===== config.mk =====
export PLATFORM = sky130hd
export DESIGN_NAME = id_ex_pipe_reg_flat
export DESIGN_NICKNAME = d
export VERILOG_FILES = /design/src/rtl/riscv_pipe_pkg.sv /design/src/rtl/id_ex_pipe_reg_if.sv /design/src/rtl/pipe_reg_en_clr.sv /design/src/rtl/id_ex_pipe_reg.sv /design/src/flat_wrapper.sv
export SDC_FILE = /design/constraint.sdc
export NUM_CORES = 1
export LEC_CHECK = 0
export ABC_CLOCK_PERIOD_IN_PS = 1300
export CORE_AREA = 2 2 153 155
export DETAILED_ROUTE_END_ITERATION = 8
export DIE_AREA = 0 0 155 157
export PLACE_DENSITY = 0.79
export RECOVER_POWER = 25
export SYNTH_ARGS = -nofsm -noshare
export SYNTH_HDL_FRONTEND = slang
export SYNTH_SLANG_ARGS = --single-unit

===== constraint.sdc =====
create_clock -name clk -period 1.3 [get_ports clk]
set_clock_uncertainty 0.1 [all_clocks]
set_input_delay 0.39 -clock clk [delete_from_list [all_inputs] [get_ports clk]]
set_output_delay 0.39 -clock clk [all_outputs]
set_load 0.05 [all_outputs]

===== src/rtl/riscv_pipe_pkg.sv =====
// -----------------------------------------------------------------------------
// riscv_pipe_pkg
// Shared definitions for the 5-stage RISC-V pipeline registers:
//   - default datapath width and register-index width
//   - widths of the encoded control fields
//   - ctrl_bundle_t : packed decode-stage control bundle
//   - CTRL_BUBBLE   : all-zero bundle used for bubbles
// No ports (package).
// -----------------------------------------------------------------------------
package riscv_pipe_pkg;

   localparam int XLEN_DEF     = 32;
   localparam int REG_IDX_W    = 5;
   localparam int RESULT_SRC_W = 2;
   localparam int JUMP_W       = 2;
   localparam int BRANCH_W     = 3;
   localparam int ALU_CTRL_W   = 3;

   typedef struct packed {
      logic                    regWrite;
      logic [RESULT_SRC_W-1:0] resultSrc;
      logic                    memWrite;
      logic [JUMP_W-1:0]       jump;
      logic [BRANCH_W-1:0]     branch;
      logic [ALU_CTRL_W-1:0]   ALUControl;
      logic                    ALUSrc;
      logic                    lui;
   } ctrl_bundle_t;

   localparam ctrl_bundle_t CTRL_BUBBLE = '0;

endpackage


===== src/rtl/id_ex_pipe_reg_if.sv =====
// -----------------------------------------------------------------------------
// id_ex_pipe_reg_if
// Bundles the decode-side (D) inputs, the enable/flush controls and the
// execute-side (E) outputs of the ID/EX pipeline register.
//   modport master : drives D signals, enE, clrE; observes E signals
//   modport slave  : the pipeline register itself
// Parameters: XLEN (datapath width), CNT_W (bubble counter width).
// -----------------------------------------------------------------------------
interface id_ex_pipe_reg_if
   import riscv_pipe_pkg::*;
#(
   parameter int XLEN  = XLEN_DEF,
   parameter int CNT_W = 16
);

   logic                    enE;
   logic                    clrE;

   logic                    validD;
   logic                    regWriteD;
   logic [RESULT_SRC_W-1:0] resultSrcD;
   logic                    memWriteD;
   logic [JUMP_W-1:0]       jumpD;
   logic [BRANCH_W-1:0]     branchD;
   logic [ALU_CTRL_W-1:0]   ALUControlD;
   logic                    ALUSrcD;
   logic                    luiD;
   logic [XLEN-1:0]         RD1D, RD2D, extImmD, PCD, PCPlus4D;
   logic [REG_IDX_W-1:0]    rs1D, rs2D, rdD;

   logic                    validE;
   logic                    regWriteE;
   logic [RESULT_SRC_W-1:0] resultSrcE;
   logic                    memWriteE;
   logic [JUMP_W-1:0]       jumpE;
   logic [BRANCH_W-1:0]     branchE;
   logic [ALU_CTRL_W-1:0]   ALUControlE;
   logic                    ALUSrcE;
   logic                    luiE;
   logic [XLEN-1:0]         RD1E, RD2E, extImmE, PCE, PCPlus4E;
   logic [REG_IDX_W-1:0]    rs1E, rs2E, rdE;
   logic [CNT_W-1:0]        bubbleCntE;

   modport master (
      output enE, clrE, validD, regWriteD, resultSrcD, memWriteD, jumpD,
             branchD, ALUControlD, ALUSrcD, luiD, RD1D, RD2D, extImmD, PCD,
             PCPlus4D, rs1D, rs2D, rdD,
      input  validE, regWriteE, resultSrcE, memWriteE, jumpE, branchE,
             ALUControlE, ALUSrcE, luiE, RD1E, RD2E, extImmE, PCE, PCPlus4E,
             rs1E, rs2E, rdE, bubbleCntE
   );

   modport slave (
      input  enE, clrE, validD, regWriteD, resultSrcD, memWriteD, jumpD,
             branchD, ALUControlD, ALUSrcD, luiD, RD1D, RD2D, extImmD, PCD,
             PCPlus4D, rs1D, rs2D, rdD,
      output validE, regWriteE, resultSrcE, memWriteE, jumpE, branchE,
             ALUControlE, ALUSrcE, luiE, RD1E, RD2E, extImmE, PCE, PCPlus4E,
             rs1E, rs2E, rdE, bubbleCntE
   );

endinterface


===== src/rtl/pipe_reg_en_clr.sv =====
// -----------------------------------------------------------------------------
// pipe_reg_en_clr
// Generic W-bit pipeline register with priority reset > clear > enable.
//   clk : clock (rising edge)
//   rst : synchronous reset, active-low, clears q
//   clr : synchronous clear, loads zero
//   en  : load enable, 0 holds q
//   d   : data in
//   q   : registered data out
// -----------------------------------------------------------------------------
module pipe_reg_en_clr #(
   parameter int W = 8
) (
   input  logic         clk,
   input  logic         rst,
   input  logic         clr,
   input  logic         en,
   input  logic [W-1:0] d,
   output logic [W-1:0] q
);

   logic [W-1:0] q_reg;

   // Clear loads a constant so X on d never reaches q during a bubble.
   always_ff @(posedge clk) begin
      if (!rst)
         q_reg <= '0;
      else if (clr)
         q_reg <= '0;
      else if (en)
         q_reg <= d;
   end

   assign q = q_reg;

endmodule


===== src/rtl/id_ex_pipe_reg.sv =====
// -----------------------------------------------------------------------------
// id_ex_pipe_reg
// Decode-to-execute pipeline register of the 5-stage RISC-V core.
//   clk : core clock
//   rst : synchronous reset, active-low
//   bus : id_ex_pipe_reg_if.slave -- D inputs, enE (stall when 0),
//         clrE (flush), E outputs and bubbleCntE
// Optional build macro: ID_EX_BUBBLE_CNT_EN -- when defined, bubbleCntE counts
// loaded bubbles (saturating); otherwise it is constant 0.
// -----------------------------------------------------------------------------
module id_ex_pipe_reg
   import riscv_pipe_pkg::*;
#(
   parameter int XLEN  = XLEN_DEF,
   parameter int CNT_W = 16
) (
   input  logic               clk,
   input  logic               rst,
   id_ex_pipe_reg_if.slave    bus
);

   localparam int CTRL_W = $bits(ctrl_bundle_t);
   localparam int DATA_W = 5 * XLEN + 3 * REG_IDX_W;

   ctrl_bundle_t      ctrl_d;
   ctrl_bundle_t      ctrl_q;
   logic              valid_q;
   logic [DATA_W-1:0] data_d;
   logic [DATA_W-1:0] data_q;
   logic              bubble_load;

   // An invalid decode slot is loaded exactly like a flush; during a stall
   // (enE=0) nothing is loaded, so validD is ignored then.
   assign bubble_load = bus.clrE | (bus.enE & ~bus.validD);

   // Writes to x0 are dropped here so forwarding needs no x0 comparison.
   assign ctrl_d = '{
      regWrite:   bus.regWriteD & (bus.rdD != '0),
      resultSrc:  bus.resultSrcD,
      memWrite:   bus.memWriteD,
      jump:       bus.jumpD,
      branch:     bus.branchD,
      ALUControl: bus.ALUControlD,
      ALUSrc:     bus.ALUSrcD,
      lui:        bus.luiD
   };

   assign data_d = {bus.RD1D, bus.RD2D, bus.extImmD, bus.PCD, bus.PCPlus4D,
                    bus.rs1D, bus.rs2D, bus.rdD};

   // Valid bit rides with the control bundle: any load that is not a bubble
   // is a real instruction.
   pipe_reg_en_clr #(.W(CTRL_W + 1)) u_ctrl_reg (
      .clk (clk),
      .rst (rst),
      .clr (bubble_load),
      .en  (bus.enE),
      .d   ({1'b1, ctrl_d}),
      .q   ({valid_q, ctrl_q})
   );

   pipe_reg_en_clr #(.W(DATA_W)) u_data_reg (
      .clk (clk),
      .rst (rst),
      .clr (bubble_load),
      .en  (bus.enE),
      .d   (data_d),
      .q   (data_q)
   );

   assign bus.validE      = valid_q;
   assign bus.regWriteE   = ctrl_q.regWrite;
   assign bus.resultSrcE  = ctrl_q.resultSrc;
   assign bus.memWriteE   = ctrl_q.memWrite;
   assign bus.jumpE       = ctrl_q.jump;
   assign bus.branchE     = ctrl_q.branch;
   assign bus.ALUControlE = ctrl_q.ALUControl;
   assign bus.ALUSrcE     = ctrl_q.ALUSrc;
   assign bus.luiE        = ctrl_q.lui;

   assign {bus.RD1E, bus.RD2E, bus.extImmE, bus.PCE, bus.PCPlus4E,
           bus.rs1E, bus.rs2E, bus.rdE} = data_q;

`ifdef ID_EX_BUBBLE_CNT_EN
   logic [CNT_W-1:0] bubble_cnt_reg;

   // Saturating count of bubbles loaded; stalls do not count.
   always_ff @(posedge clk) begin
      if (!rst)
         bubble_cnt_reg <= '0;
      else if (bubble_load && (bubble_cnt_reg != {CNT_W{1'b1}}))
         bubble_cnt_reg <= bubble_cnt_reg + CNT_W'(1);
   end

   assign bus.bubbleCntE = bubble_cnt_reg;
`else
   assign bus.bubbleCntE = '0;
`endif

endmodule


===== src/flat_wrapper.sv =====
// flat-port wrapper written by rule: the top's interface ports become plain ports
module id_ex_pipe_reg_flat import riscv_pipe_pkg::*;
#(
   parameter int XLEN  = XLEN_DEF,
   parameter int CNT_W = 16
)
  (clk, rst, bus_enE, bus_clrE, bus_validD, bus_regWriteD, bus_resultSrcD, bus_memWriteD, bus_jumpD, bus_branchD, bus_ALUControlD, bus_ALUSrcD, bus_luiD, bus_RD1D, bus_RD2D, bus_extImmD, bus_PCD, bus_PCPlus4D, bus_rs1D, bus_rs2D, bus_rdD, bus_validE, bus_regWriteE, bus_resultSrcE, bus_memWriteE, bus_jumpE, bus_branchE, bus_ALUControlE, bus_ALUSrcE, bus_luiE, bus_RD1E, bus_RD2E, bus_extImmE, bus_PCE, bus_PCPlus4E, bus_rs1E, bus_rs2E, bus_rdE, bus_bubbleCntE);
  id_ex_pipe_reg_if #(.XLEN(XLEN), .CNT_W(CNT_W)) bus_i ();
  input  logic clk;
  input  logic rst;
  input wire logic [$bits(bus_i.enE)-1:0] bus_enE;
  input wire logic [$bits(bus_i.clrE)-1:0] bus_clrE;
  input wire logic [$bits(bus_i.validD)-1:0] bus_validD;
  input wire logic [$bits(bus_i.regWriteD)-1:0] bus_regWriteD;
  input wire logic [$bits(bus_i.resultSrcD)-1:0] bus_resultSrcD;
  input wire logic [$bits(bus_i.memWriteD)-1:0] bus_memWriteD;
  input wire logic [$bits(bus_i.jumpD)-1:0] bus_jumpD;
  input wire logic [$bits(bus_i.branchD)-1:0] bus_branchD;
  input wire logic [$bits(bus_i.ALUControlD)-1:0] bus_ALUControlD;
  input wire logic [$bits(bus_i.ALUSrcD)-1:0] bus_ALUSrcD;
  input wire logic [$bits(bus_i.luiD)-1:0] bus_luiD;
  input wire logic [$bits(bus_i.RD1D)-1:0] bus_RD1D;
  input wire logic [$bits(bus_i.RD2D)-1:0] bus_RD2D;
  input wire logic [$bits(bus_i.extImmD)-1:0] bus_extImmD;
  input wire logic [$bits(bus_i.PCD)-1:0] bus_PCD;
  input wire logic [$bits(bus_i.PCPlus4D)-1:0] bus_PCPlus4D;
  input wire logic [$bits(bus_i.rs1D)-1:0] bus_rs1D;
  input wire logic [$bits(bus_i.rs2D)-1:0] bus_rs2D;
  input wire logic [$bits(bus_i.rdD)-1:0] bus_rdD;
  output wire logic [$bits(bus_i.validE)-1:0] bus_validE;
  output wire logic [$bits(bus_i.regWriteE)-1:0] bus_regWriteE;
  output wire logic [$bits(bus_i.resultSrcE)-1:0] bus_resultSrcE;
  output wire logic [$bits(bus_i.memWriteE)-1:0] bus_memWriteE;
  output wire logic [$bits(bus_i.jumpE)-1:0] bus_jumpE;
  output wire logic [$bits(bus_i.branchE)-1:0] bus_branchE;
  output wire logic [$bits(bus_i.ALUControlE)-1:0] bus_ALUControlE;
  output wire logic [$bits(bus_i.ALUSrcE)-1:0] bus_ALUSrcE;
  output wire logic [$bits(bus_i.luiE)-1:0] bus_luiE;
  output wire logic [$bits(bus_i.RD1E)-1:0] bus_RD1E;
  output wire logic [$bits(bus_i.RD2E)-1:0] bus_RD2E;
  output wire logic [$bits(bus_i.extImmE)-1:0] bus_extImmE;
  output wire logic [$bits(bus_i.PCE)-1:0] bus_PCE;
  output wire logic [$bits(bus_i.PCPlus4E)-1:0] bus_PCPlus4E;
  output wire logic [$bits(bus_i.rs1E)-1:0] bus_rs1E;
  output wire logic [$bits(bus_i.rs2E)-1:0] bus_rs2E;
  output wire logic [$bits(bus_i.rdE)-1:0] bus_rdE;
  output wire logic [$bits(bus_i.bubbleCntE)-1:0] bus_bubbleCntE;
  assign bus_i.enE = bus_enE;
  assign bus_i.clrE = bus_clrE;
  assign bus_i.validD = bus_validD;
  assign bus_i.regWriteD = bus_regWriteD;
  assign bus_i.resultSrcD = bus_resultSrcD;
  assign bus_i.memWriteD = bus_memWriteD;
  assign bus_i.jumpD = bus_jumpD;
  assign bus_i.branchD = bus_branchD;
  assign bus_i.ALUControlD = bus_ALUControlD;
  assign bus_i.ALUSrcD = bus_ALUSrcD;
  assign bus_i.luiD = bus_luiD;
  assign bus_i.RD1D = bus_RD1D;
  assign bus_i.RD2D = bus_RD2D;
  assign bus_i.extImmD = bus_extImmD;
  assign bus_i.PCD = bus_PCD;
  assign bus_i.PCPlus4D = bus_PCPlus4D;
  assign bus_i.rs1D = bus_rs1D;
  assign bus_i.rs2D = bus_rs2D;
  assign bus_i.rdD = bus_rdD;
  assign bus_validE = bus_i.validE;
  assign bus_regWriteE = bus_i.regWriteE;
  assign bus_resultSrcE = bus_i.resultSrcE;
  assign bus_memWriteE = bus_i.memWriteE;
  assign bus_jumpE = bus_i.jumpE;
  assign bus_branchE = bus_i.branchE;
  assign bus_ALUControlE = bus_i.ALUControlE;
  assign bus_ALUSrcE = bus_i.ALUSrcE;
  assign bus_luiE = bus_i.luiE;
  assign bus_RD1E = bus_i.RD1E;
  assign bus_RD2E = bus_i.RD2E;
  assign bus_extImmE = bus_i.extImmE;
  assign bus_PCE = bus_i.PCE;
  assign bus_PCPlus4E = bus_i.PCPlus4E;
  assign bus_rs1E = bus_i.rs1E;
  assign bus_rs2E = bus_i.rs2E;
  assign bus_rdE = bus_i.rdE;
  assign bus_bubbleCntE = bus_i.bubbleCntE;
  id_ex_pipe_reg #(.XLEN(XLEN), .CNT_W(CNT_W)) u_core (.clk(clk), .rst(rst), .bus(bus_i));
endmodule

Word level (Yosys, flattened, before mapping). Index checks and enable logic that the tools add are counted.

Bits of input ports: 194. Register bits after elaboration: 190. Logic and storage cells: 9.

Bitwise gates (word level): 5. Reductions and logical operators: 2.

Operators by type and width (number): nonzero test 5 bit (1); bitwise AND 1 bit (2); inverter 1 bit (2); OR reduction 2 bit (1); bitwise OR 1 bit (1).

Depth between registers and ports, before layout.
Depth in word-level cells: 4. Depth in mapped cells: 6.

Cells and area by module. A second synthesis with hierarchy kept.

Cells, all modules: 636. Area, all modules: 7021.7 um^2.

Modules (own cells, without submodules): pipe_reg_en_clr at u_core.u_data_reg (area each 6318.6 um^2, cells each 565, instances 1); pipe_reg_en_clr at u_core.u_ctrl_reg (area each 549.3 um^2, cells each 49, instances 1); id_ex_pipe_reg (area each 153.9 um^2, cells each 22, instances 1).

Worst setup path after synthesis. Ideal clock, no wire load.

Path kind: input-to-reg. From: input bus_validD. To: register u_core.u_data_reg.q_reg[100], in the netlist u_core.u_data_reg.q[100]. Library setup time: 0.117 ns. Required time: 1.083 ns. Buffers on the path: 3. Slack: -0.044 ns. Data arrival time: 1.127 ns. Stages: 6. Cells stage by stage: nand2b_1 > nand3b_1 > buf_2 > buf_2 > buf_2 > nor2_1.

Cells in the longest elaborated chain, start to end: 4.

Ends and longest elaborated chain: start, declared (line flat_wrapper.sv:13) `input wire logic [$bits(bus_i.validD)-1:0] bus_validD;`; inverter 1 bit (line id_ex_pipe_reg.sv:34) `assign bubble_load = bus.clrE | (bus.enE & ~bus.validD);`; bitwise AND 1 bit (line id_ex_pipe_reg.sv:34); bitwise OR 1 bit (line id_ex_pipe_reg.sv:34); OR reduction 2 bit (no line); end signal, assigned (line pipe_reg_en_clr.sv:27) `q_reg <= '0;`; end signal, assigned (line pipe_reg_en_clr.sv:29) `q_reg <= '0;`; end signal, assigned (line pipe_reg_en_clr.sv:31) `q_reg <= d;`; end, declared (line pipe_reg_en_clr.sv:22) `logic [W-1:0] q_reg;`.

Every way passes these cells. A chain may end at the register's enable or synchronous reset.

Worst setup path after layout.
From: register u_core.u_data_reg.q_reg[104], in the netlist u_core.u_data_reg.q[104]. To: output bus_extImmE[25].

RTL lines: end, declared (line flat_wrapper.sv:41) `output wire logic [$bits(bus_i.extImmE)-1:0] bus_extImmE;`.

No word-level cell between the ends.

==> summary.txt <==
Timing
  – Setup Viol. Count Final: 209
  – Peak Freq: 0.700 GHz
  – Ratio of final minimum period to clock period: 1.10
  – Final setup margin: -0.129 ns
  – Max-slew violation count: 0
  – Unrepaired setup endpoints after global routing: true
  – Final critical-path required period: 1.43 ns
  – Endpoints failing hold: 0

Worst hold path
  – Hold Path Cell Cnt: 3
  – HP Class: in2reg

Status
  – Failing checks: setup timing
  – Outcome: finished, violations left

Route
  – Routed wire length: 23,600 um
  – Routed wire per std cell: 17.5 um
  – Drt first pass iters: 4
  – Via/cell ratio: 4.48
  – Via Count: 6,025
  – DRC violations left: 0
  – DRT antenna net count: 0
  – DRT iter0 DRCs: 142

Logic synthesis
  – Largest area contributor in the netlist: dfxtp_1
  – Main synth FF type: dfxtp_1
  – Unique masters post-synth: 12
  – FF+latch count, synth: 190
  – EDFF count, synth: 0
  – Synth top cells by count: dfxtp_1, nor2_1, mux2i_1, buf_2, buf_4
  – Top cells by area, synth: dfxtp_1, mux2i_1, nor2_1
  – Synth Cell Area: 6790 um2
  – Post-synthesis sequential area ratio: 0.560
  – Yosys top cell area share: 0.560
  – Synthesized instance count: 633
  – Mean Syn Cell Area: 10.7 um2
  – Yosys Warn Count: 0
  – Post-synth ARST share: 0

Clock tree
  – H-tree levels: 4
  – Sink Count: 190
  – Clk root buf: clkbuf_16
  – CTS Buf Count: 17
  – CTS max path bufs: 2
  – CTS tree: built
  – Clock latency on the worst-skew pair: 0.42 ns
  – Clock transition at path regs: 0.08 ns

Cells and area
  – Area delta synth->final: 111%
  – Final #Nets: 1,241
  – Largest register FFs: 175
  – Layout cells sized above 1: 0.461
  – # diodes: 0
  – Number of non-filler instances in the completed layout: 1,345

GRT
  – Largest net degree at the start of global routing: 31
  – First-pass GRT wire length: 35,700 um
  – Initial antenna violation count: 0
  – Total gr overflow: 0
  – Vias in the first global route: 6,475
  – Gr usage total: 0.187

Critical path
  – Slowest library cell on the worst path: dfxtp_2
  – CP bufs+invs: 1
  – Levels on crit path: 1
  – CP Capture Type: primary output
  – Critical Path AT: 0.94 ns
  – CP delay by family, top: flip-flops
  – Crit path largest cell delay: 0.37 ns
  – CP Max Fanout: 2
  – Crit path kind: reg2out
  – Worst r2r path cells: 4
  – CP required: 0.81 ns
  – Cell Chain, Critical Path: buf_12
  – Setup crit start kind: flip-flop

Placed design
  – Post-DP HPWL: 17,100 um
  – Port bufs: 383
  – Inst Count DP: 1,290
  – Pre-CTS setup slack: -0.574 ns
  – Gpl congestion: 0.760

Die
  – Number of top-level pins: 400
  – Initial Util: 0.302
  – DIE WIDTH: 155 um
  – Core area: 22,500 um2
  – Full die area: 24,300 um2
  – Die Ht: 157 um
  – Row cnt: 55

Power and ir drop
  – Leakage power: 0.00606 uW
  – Total Power: 14,400 uW
  – Max IR drop VDD: 0.815 mV
  – Pwr/cell area: 1010 nW/um2

Flow run
  – Max_cap viols: 0
==> kinds of logic (layout without fill, tap and decap cells) <==
kind of cell | after synthesis | count (layout) | share of synthesized area
mux | 188 | 188 | 0.277
simple gates | 194 | 194 | 0.109
buf+inv | 58 | 470 | 0.0517
other cells | 1 | 16 | 0.000552
compound gates | 2 | 2 | 0.00184
flops | 190 | 190 | 0.560
==> timing repair <==
action | 4_1_cts | 5_1_grt
gates cloned | 7 | 2
setup buffers | 10 | 4
hold buffers | 0 | 0
setup endpoints to repair | 222 | 226
pin swaps | 18 | 0
resized for setup | 248 | 18
==> layout make-up <==
| cell class | instances | area, um2 |
|---|---|---|
| clock buffers | 18 | 429 |
| flip-flops and latches | 190 | 4090 |
| multi-input cells | 400 | 2830 |
| well taps | 285 | 357 |
| clock inverters | 14 | 168 |
| fillers | 1629 | 8170 |
| repair buffers | 438 | 6470 |
==> power breakdown <==
group	switching, uW	internal, uW	leakage (uW)	total [uW]
combinational	1320	1580	0.00412	2910
clock	2580	2770	0.000295	5360
sequential	174	5980	0.00164	6160
total	4080	10300	0.00606	14400
==> per-stage QoR <==
step	setup TNS [ns]	hold slack (ns)	util	cell area, um2
floorplan	-0.0426	0.437	-	6880
global placement	-80.34	0.394	0.579	13000
detailed placement	-83.13	0.407	0.579	13000
CTS	-24.32	0.251	0.637	14300
global route	-31.15	0.267	0.637	14300
finish	-20.64	0.291	0.637	14300
==> cells in the final DEF, fill, tap and decap left out, drive strengths merged <==
| cell type | synthesis | final |
|---|---|---|
| buf | 57 | 240 |
| mux2i | 188 | 188 |
| nand3b | 1 | 1 |
| dfxtp | 190 | 190 |
| nand2b | 2 | 2 |
| clkbuf | 1 | 21 |
| inv | 0 | 9 |
| or4 | 1 | 1 |
| clkdlybuf4s15 | 0 | 1 |
| clkdlybuf4s50 | 0 | 185 |
| clkinv | 0 | 4 |
| bufbuf | 0 | 2 |
| o211ai | 1 | 1 |
| nor2 | 190 | 190 |
| bufinv | 0 | 1 |
| a21oi | 1 | 1 |
| conb | 1 | 16 |
| dlygate4sd2 | 0 | 7 |
==> worst register-to-register path, delay by kind of cell (launching register included) <==
family,cells,cell delay (ns)
buffers and inverters,2,0.26
DFF,1,0.34
muxes,1,0.27
and+or+nand+nor,1,0.05
==> path summary, 6_finish.rpt <==
path                                              start                              endpoint  slack [ns]
hold reg to reg    u_core.u_ctrl_reg.q[14]$_SDFFE_PP0P_  u_core.u_ctrl_reg.q[14]$_SDFFE_PP0P_        0.40
setup reg to reg   u_core.u_ctrl_reg.q[10]$_SDFFE_PP0P_  u_core.u_ctrl_reg.q[10]$_SDFFE_PP0P_        0.17
setup / recovery  u_core.u_data_reg.q[104]$_SDFFE_PP0P_                       bus_extImmE[25]       -0.13
hold / removal                               bus_rdD[1]   u_core.u_data_reg.q[1]$_SDFFE_PP0P_        0.29
==> metal layers <==
metal,global-route usage,up-vias,part of all wire
li1,-,2886,-
met1,0.198,2823,0.36
met2,0.341,284,0.53
met3,0.0719,32,0.090
met4,0.0661,0,0.023
met5,0,-,0
Note: power is estimated with default switching activity, not from simulation.
